## config.mk

```make
export PLATFORM = sky130hd
export DESIGN_NAME = mc_main_control_fsm
export DESIGN_NICKNAME = d
export VERILOG_FILES = /design/src/rtl/mc_main_control_fsm_pkg.sv /design/src/rtl/mc_main_control_fsm.sv
export SDC_FILE = /design/constraint.sdc
export NUM_CORES = 1
export LEC_CHECK = 0
export CORE_MARGIN = 10
export CORE_UTILIZATION = 40
export DETAILED_ROUTE_END_ITERATION = 10
export PLACE_DENSITY = 0.89
export SLEW_MARGIN = 10
export SYNTH_ARGS = -nofsm -noshare
export SYNTH_HDL_FRONTEND = slang
export SYNTH_SLANG_ARGS = --single-unit
```

## constraint.sdc

```tcl
create_clock -name clk -period 2.67 [get_ports clk]
set_input_delay 0.534 -clock clk [delete_from_list [all_inputs] [get_ports clk]]
set_output_delay 0.534 -clock clk [all_outputs]
set_load 0.1 [all_outputs]
```

## src/rtl/mc_main_control_fsm_pkg.sv

```systemverilog
// Shared encodings for the multicycle MIPS main control: opcodes, alu_op,
// alu_src_b and pc_source codes, control-state encoding and the opcode dispatch.
package mc_main_control_fsm_pkg;

  localparam logic [5:0] OP_RTYPE = 6'h00;
  localparam logic [5:0] OP_LW    = 6'h23;
  localparam logic [5:0] OP_SW    = 6'h2B;
  localparam logic [5:0] OP_BEQ   = 6'h04;
  localparam logic [5:0] OP_J     = 6'h02;
  localparam logic [5:0] OP_ADDI  = 6'h08;

  // aluControlUnit decodes these same alu_op values.
  localparam logic [1:0] ALUOP_ADD   = 2'b00;
  localparam logic [1:0] ALUOP_SUB   = 2'b01;
  localparam logic [1:0] ALUOP_FUNCT = 2'b10;

  localparam logic [1:0] ALUSRCB_REGB    = 2'b00;
  localparam logic [1:0] ALUSRCB_FOUR    = 2'b01;
  localparam logic [1:0] ALUSRCB_IMM     = 2'b10;
  localparam logic [1:0] ALUSRCB_IMM_SH2 = 2'b11;

  localparam logic [1:0] PCSRC_ALU    = 2'b00;
  localparam logic [1:0] PCSRC_ALUOUT = 2'b01;
  localparam logic [1:0] PCSRC_JUMP   = 2'b10;

  typedef enum logic [3:0] {
    ST_START, ST_FETCH, ST_DECODE, ST_MEM_ADDR, ST_MEM_RD, ST_MEM_WB, ST_MEM_WR,
    ST_EXEC, ST_R_WB, ST_BRANCH, ST_JUMP, ST_ADDI_EX, ST_ADDI_WB, ST_ILLEGAL
  } state_t;

  typedef struct packed {
    logic [1:0] alu_op;
    logic       alu_src_a;
    logic [1:0] alu_src_b;
    logic       i_or_d;
    logic       mem_read;
    logic       mem_write;
    logic       ir_write;
    logic       pc_write;
    logic       pc_write_cond;
    logic [1:0] pc_source;
    logic       reg_dst;
    logic       mem_to_reg;
    logic       reg_write;
    logic       illegal_op;
  } ctrl_t;

  function automatic state_t decode_next(input logic [5:0] op);
    case (op)
      OP_LW, OP_SW: return ST_MEM_ADDR;
      OP_RTYPE:     return ST_EXEC;
      OP_BEQ:       return ST_BRANCH;
      OP_J:         return ST_JUMP;
      OP_ADDI:      return ST_ADDI_EX;
      default:      return ST_ILLEGAL;
    endcase
  endfunction

endpackage

```

## src/rtl/mc_main_control_fsm.sv

```systemverilog
// Multicycle MIPS main control. Outputs decode the state register so reset
// clears every control asynchronously; FETCH IR/PC loads are qualified by mem_ready.
module mc_main_control_fsm
  import mc_main_control_fsm_pkg::*;
(
  input  logic       clk,
  input  logic       rst_n,
  input  logic [5:0] opcode,
  input  logic       mem_ready,
  output logic [1:0] alu_op,
  output logic       alu_src_a,
  output logic [1:0] alu_src_b,
  output logic       i_or_d,
  output logic       mem_read,
  output logic       mem_write,
  output logic       ir_write,
  output logic       pc_write,
  output logic       pc_write_cond,
  output logic [1:0] pc_source,
  output logic       reg_dst,
  output logic       mem_to_reg,
  output logic       reg_write,
  output logic       illegal_op
);

  state_t r_state;
  state_t w_next;
  ctrl_t  w_ctrl;

  always_ff @(posedge clk or negedge rst_n) begin
    if (!rst_n) r_state <= ST_START;
    else        r_state <= w_next;
  end

  always_comb begin
    w_next = r_state;
    case (r_state)
      ST_START:    w_next = ST_FETCH;
      ST_FETCH:    if (mem_ready) w_next = ST_DECODE;
      ST_DECODE:   w_next = decode_next(opcode);
      ST_MEM_ADDR: w_next = (opcode == OP_SW) ? ST_MEM_WR : ST_MEM_RD;
      ST_MEM_RD:   if (mem_ready) w_next = ST_MEM_WB;
      ST_MEM_WR:   if (mem_ready) w_next = ST_FETCH;
      ST_EXEC:     w_next = ST_R_WB;
      ST_ADDI_EX:  w_next = ST_ADDI_WB;
      ST_MEM_WB, ST_R_WB, ST_BRANCH, ST_JUMP, ST_ADDI_WB, ST_ILLEGAL:
                   w_next = ST_FETCH;
      default:     w_next = ST_START;
    endcase
  end

  always_comb begin
    w_ctrl = '0;
    case (r_state)
      ST_FETCH: begin
        w_ctrl.mem_read  = 1'b1;
        w_ctrl.alu_src_b = ALUSRCB_FOUR;
        w_ctrl.ir_write  = mem_ready;
        w_ctrl.pc_write  = mem_ready;
      end
      ST_DECODE:   w_ctrl.alu_src_b = ALUSRCB_IMM_SH2;
      ST_MEM_ADDR, ST_ADDI_EX: begin
        w_ctrl.alu_src_a = 1'b1;
        w_ctrl.alu_src_b = ALUSRCB_IMM;
      end
      ST_MEM_RD: begin
        w_ctrl.mem_read = 1'b1;
        w_ctrl.i_or_d   = 1'b1;
      end
      ST_MEM_WB: begin
        w_ctrl.reg_write  = 1'b1;
        w_ctrl.mem_to_reg = 1'b1;
      end
      ST_MEM_WR: begin
        w_ctrl.mem_write = 1'b1;
        w_ctrl.i_or_d    = 1'b1;
      end
      ST_EXEC: begin
        w_ctrl.alu_src_a = 1'b1;
        w_ctrl.alu_op    = ALUOP_FUNCT;
      end
      ST_R_WB: begin
        w_ctrl.reg_write = 1'b1;
        w_ctrl.reg_dst   = 1'b1;
      end
      ST_BRANCH: begin
        w_ctrl.alu_src_a     = 1'b1;
        w_ctrl.alu_op        = ALUOP_SUB;
        w_ctrl.pc_write_cond = 1'b1;
        w_ctrl.pc_source     = PCSRC_ALUOUT;
      end
      ST_JUMP: begin
        w_ctrl.pc_write  = 1'b1;
        w_ctrl.pc_source = PCSRC_JUMP;
      end
      ST_ADDI_WB:  w_ctrl.reg_write  = 1'b1;
      ST_ILLEGAL:  w_ctrl.illegal_op = 1'b1;
      default:     w_ctrl = '0;
    endcase
  end

  assign alu_op        = w_ctrl.alu_op;
  assign alu_src_a     = w_ctrl.alu_src_a;
  assign alu_src_b     = w_ctrl.alu_src_b;
  assign i_or_d        = w_ctrl.i_or_d;
  assign mem_read      = w_ctrl.mem_read;
  assign mem_write     = w_ctrl.mem_write;
  assign ir_write      = w_ctrl.ir_write;
  assign pc_write      = w_ctrl.pc_write;
  assign pc_write_cond = w_ctrl.pc_write_cond;
  assign pc_source     = w_ctrl.pc_source;
  assign reg_dst       = w_ctrl.reg_dst;
  assign mem_to_reg    = w_ctrl.mem_to_reg;
  assign reg_write     = w_ctrl.reg_write;
  assign illegal_op    = w_ctrl.illegal_op;

endmodule

```

## Yosys cells after proc, flatten, opt, wreduce, memory -nomap -nowiden

Cells that the tools add are included.

- Flip-flop bits (word level): 4
- Latch bits: 0
- RAM bits: 0
- ROM bits: 0
- Bits of input ports: 9
- Output and inout bits: 17
- Logic and storage cells: 52
- Memories kept: 0

- Add/sub/neg operators: 0
- Multiply operators: 0
- Divide/modulo/power cells: 0
- Order comparisons: 0
- Eq/ne operators: 21
- Shift-type cells: 0
- Muxes and demuxes: 20
- Bitwise gates (word level): 0
- Reduce and logical (&&, ||, !) cells: 10

Operators by type and width:

| kind | count |
|---|---|
| case mux 4 bit (8 select lines) | 1 |
| == test 4 bit (second input constant) | 6 |
| case mux 4 bit (5 select lines) | 1 |
| == test 4 x 3 -> 1 bit (second input constant) | 4 |
| == test 6 bit (second input constant) | 2 |
| two-way mux 4 bit | 3 |
| two-way mux 1 bit | 10 |
| == test 4 x 2 -> 1 bit (second input constant) | 2 |
| case mux 2 bit (2 select lines) | 2 |
| OR reduction 2 bit | 4 |
| OR reduction 7 bit | 1 |
| == test 6 x 2 -> 1 bit (second input constant) | 1 |
| == test 6 x 3 -> 1 bit (second input constant) | 1 |
| == test 6 x 4 -> 1 bit (second input constant) | 1 |
| zero test 6 bit | 1 |
| inequality test 2 bit (second input constant) | 3 |
| case mux 2 bit (3 select lines) | 1 |
| == test 4 x 1 -> 1 bit (second input constant) | 1 |
| zero test 4 bit | 1 |
| OR reduction 4 bit | 1 |
| AND reduction 3 bit | 1 |
| OR reduction 3 bit | 1 |
| two-way mux 2 bit | 1 |
| case mux 1 bit (2 select lines) | 1 |

## Longest topological paths before layout

- Depth after elaboration: 4
- Mapped depth: 5
- Mapped depth without buffers: 4

## Worst setup path before layout

No wires, ideal clock.

- Kind: register to output
- From: register r_state[2]
- To: output port alu_src_b[0]
- Data arrival time: 2.909 ns
- Required time: 2.136 ns
- Path slack: -0.773 ns
- Stages on the path, launching flop included: 4
- Path buffers: 1
- Cells stage by stage: dfrtp_1 buf_6 nor2_1 a21boi_0

- Word-level cells in the longest chain between the ends: 3

RTL lines:

| what | RTL line | text |
|---|---|---|
| from (decl) | mc_main_control_fsm.sv:26 | `state_t r_state;` |
| from (signal assigned) | mc_main_control_fsm.sv:32 | `else r_state <= w_next;` |
| == test 4 bit or == test 4 x 2 -> 1 bit (tied branches) | mc_main_control_fsm.sv:54 | `case (r_state)` |
| OR reduction 2 bit | mc_main_control_fsm.sv:54 |  |
| case mux 2 bit (3 select lines) (*) | mc_main_control_fsm.sv:54 |  |
| to (decl) | mc_main_control_fsm.sv:12 | `output logic [1:0] alu_src_b,` |

Mark *: on every way between the ends. The rest lies on a longest branch, timed or not.

## Worst setup path in the final report

- From: register r_state[0]
- To: output port pc_write

- Word-level cells in the longest chain between the ends: 2

RTL lines:

| what | RTL line | text |
|---|---|---|
| == test 4 bit or == test 4 x 1 -> 1 bit (tied branches) | mc_main_control_fsm.sv:54 |  |
| case mux 1 bit (2 select lines) (*) | mc_main_control_fsm.sv:54 |  |
| to (decl) | mc_main_control_fsm.sv:17 | `output logic pc_write,` |

Marked as above.

==> qor.csv <==
metric,value,unit
YS warnings,0,
Clock Skew,0.00820,ns
"Cell Area, Synth",534,um^2
hpwl dp,1260,um
wire per inst,14.8,um
DR iter-0 viols,15,
Post-CTS Setup Inserts,0,
CTS Sinks,4,
clock latency on the worst-skew pair,0.24,ns
post-cts repair resize count,0,
worst rel slew slack,66.0,%
"Top FF cell, synth",dfrtp_1,
GRT overflow,0,
"most common cell after layout, fill and taps aside",nor2_1,
cts bufs inserted,3,
Post-layout nets,106,
share of cells above drive strength 1,32.6,%
number of hold buffers added after cts,0,
setup TNS,0,ns
die area,3200,um^2
clock root buffer,clkbuf_4,
CP max stage delay,0.65,ns
RD Place Congestion,0.818,
buffers plus inverters on the worst setup path,1,
Post-synth EDFFs,0,
"Hold Vio Cnt, Final",0,
CP Cell Sequence,nor2b_1 -> nand2_1 -> mux2_2 -> nor2_2 -> buf_12,
Hold Path Class,in -> async,
first-pass GRT wire length,2770,um
Ports,26,
clock-pin transition on the worst setup and hold timing paths,0.04,ns
max_cap viols,0,
max reg flops,4,
std cell rows,13,
core area,1280,um^2
clock period minus worst slack,2.41,ns
crit share post-route,90.4,%
critical-path maximum fanout,17,
post-synthesis sequential area ratio,18.7,%
Final Util,67.9,%
Crit path max-delay family,flip-flops,
DRC,0,
RSZ-0062 raised after global routing,false,
most frequent cells in the layout,"nor2_1, buf_12, clkdlybuf4s50_1",
post-synthesis cell type count,29,
Worst Tran Pin Value,0.510,ns
CTS max path bufs,2,
worst hold slack,0.493,ns
Syn Inst Count,72,
Slowest cell on crit path,dfrtp_1,
via/cell ratio,5.81,
crit path launch type,flop,
Synth Area per Inst,7.42,um^2
Initial Util,41.6,%
Post-Syn Nets,81,
Seq cells post-synth,4,
diodes inserted,0,
kind of critical path,reg -> out,
Critical Path AT,1.88,ns
initial antenna violation count,0,
"final std cell area, no fill",872,um^2
Reg with most FFs,r_state,
highest clock rate,414,MHz
1st-pass router iterations,4,
H-tree depth,1,
DIE WIDTH,56.5,um
Synth async-reset ratio,100,%
vias after detailed routing,639,
"Data required, critical path",2.14,ns
biggest registers after layout,r_state: 4 flops,
final number of setup-violating endpoints,0,
largest net degree at the start of global routing,18,
final antenna-violating net count,0,
CP Capture Type,primary output,
WL final,1630,um
Die Span Y,56.5,um
status,finished clean,
number of global-route vias before repair,614,
post-placement cell area,850,um^2
area delta synth->final,63.2,%
GRT Total Usage,10.5,%
TritonCTS clock tree,done,
Port Buffer Count,25,
count of final max-slew check failures,0,
## per-layer routing
metal / part of all wire [%] / GRT usage, % / routed length [um]
met5: 0 / 0 / 0
met4: 3.5 / 9.97 / 57
met3: 9.0 / 3.15 / 146
met2: 49 / 16.9 / 802
met1: 38 / 10.5 / 621
## worst register-to-register path, stage by stage (launching register included)
cell	delay [ns]
dfrtp_1	0.55
nand2b_1	0.33
nor3_1	0.18
o21ai_0	0.11
a211oi_1	0.28
## through the flow
stage | setup slack, ns | instances
2_1_floorplan | -0.577 | 72
3_3_place_gp | 0.350 | 107
3_5_place_dp | 0.304 | 107
4_1_cts | 0.243 | 110
5_1_grt | 0.124 | 110
6_report | 0.256 | 110
## final timing paths
check | startpoint | endpoint | slack (ns) | depth (start not counted)
worst max-delay path | r_state[0]$_DFFE_PN0P_ | pc_write | 0.26 | 5
worst min-delay path | rst_n | r_state[2]$_DFFE_PN0P_ | 0.49 | 1
worst max register to register | r_state[0]$_DFFE_PN0P_ | r_state[1]$_DFFE_PN0P_ | 1.11 | 4
worst min register to register | r_state[3]$_DFFE_PN0P_ | r_state[1]$_DFFE_PN0P_ | 0.74 | 1
max in group asynchronous | rst_n | r_state[0]$_DFFE_PN0P_ | 2.00 | 1
min in group clk | r_state[3]$_DFFE_PN0P_ | r_state[1]$_DFFE_PN0P_ | 0.74 | 1
## cell families (layout without fill, tap and decap cells)
logic type | count (synthesis) | in the layout | share of synthesized area (%)
flip-flops | 4 | 4 | 18.7
buffers and inverters | 8 | 31 | 12.4
XOR/XNOR | 2 | 2 | 3.28
AND/OR/NAND/NOR | 36 | 36 | 34.9
multiplexers | 2 | 2 | 4.22
AO/OA/AOI/OAI | 20 | 20 | 26.5
## cells in the mapped netlist (all sizes together), types with 2 or more instances
| cell | count | share of area, % |
|---|---|---|
| a21oi | 5 | 4.7 |
| a211oi | 3 | 5.2 |
| nand2 | 3 | 2.1 |
| nand2b | 4 | 4.7 |
| o31ai | 2 | 2.8 |
| inv | 3 | 2.1 |
| nor3 | 7 | 6.6 |
| nor2 | 13 | 9.1 |
| buf | 4 | 7.7 |
| xnor2 | 2 | 3.3 |
| mux2 | 2 | 4.2 |
| dfrtp | 4 | 19 |
| o21ai | 4 | 3.7 |
| nor2b | 2 | 2.3 |
| and3 | 3 | 3.7 |
## cell type report
type,instances,area (um^2)
fill,99,413
multi-input combinational,60,387
timing repair buffer,25,333
sequential,4,100
clock buffer,3,22.5
tap,15,18.8
inverter,3,11.3
Power is not shown: default switching activity piles up to over one toggle a cycle in this logic, so the estimate is an artifact.
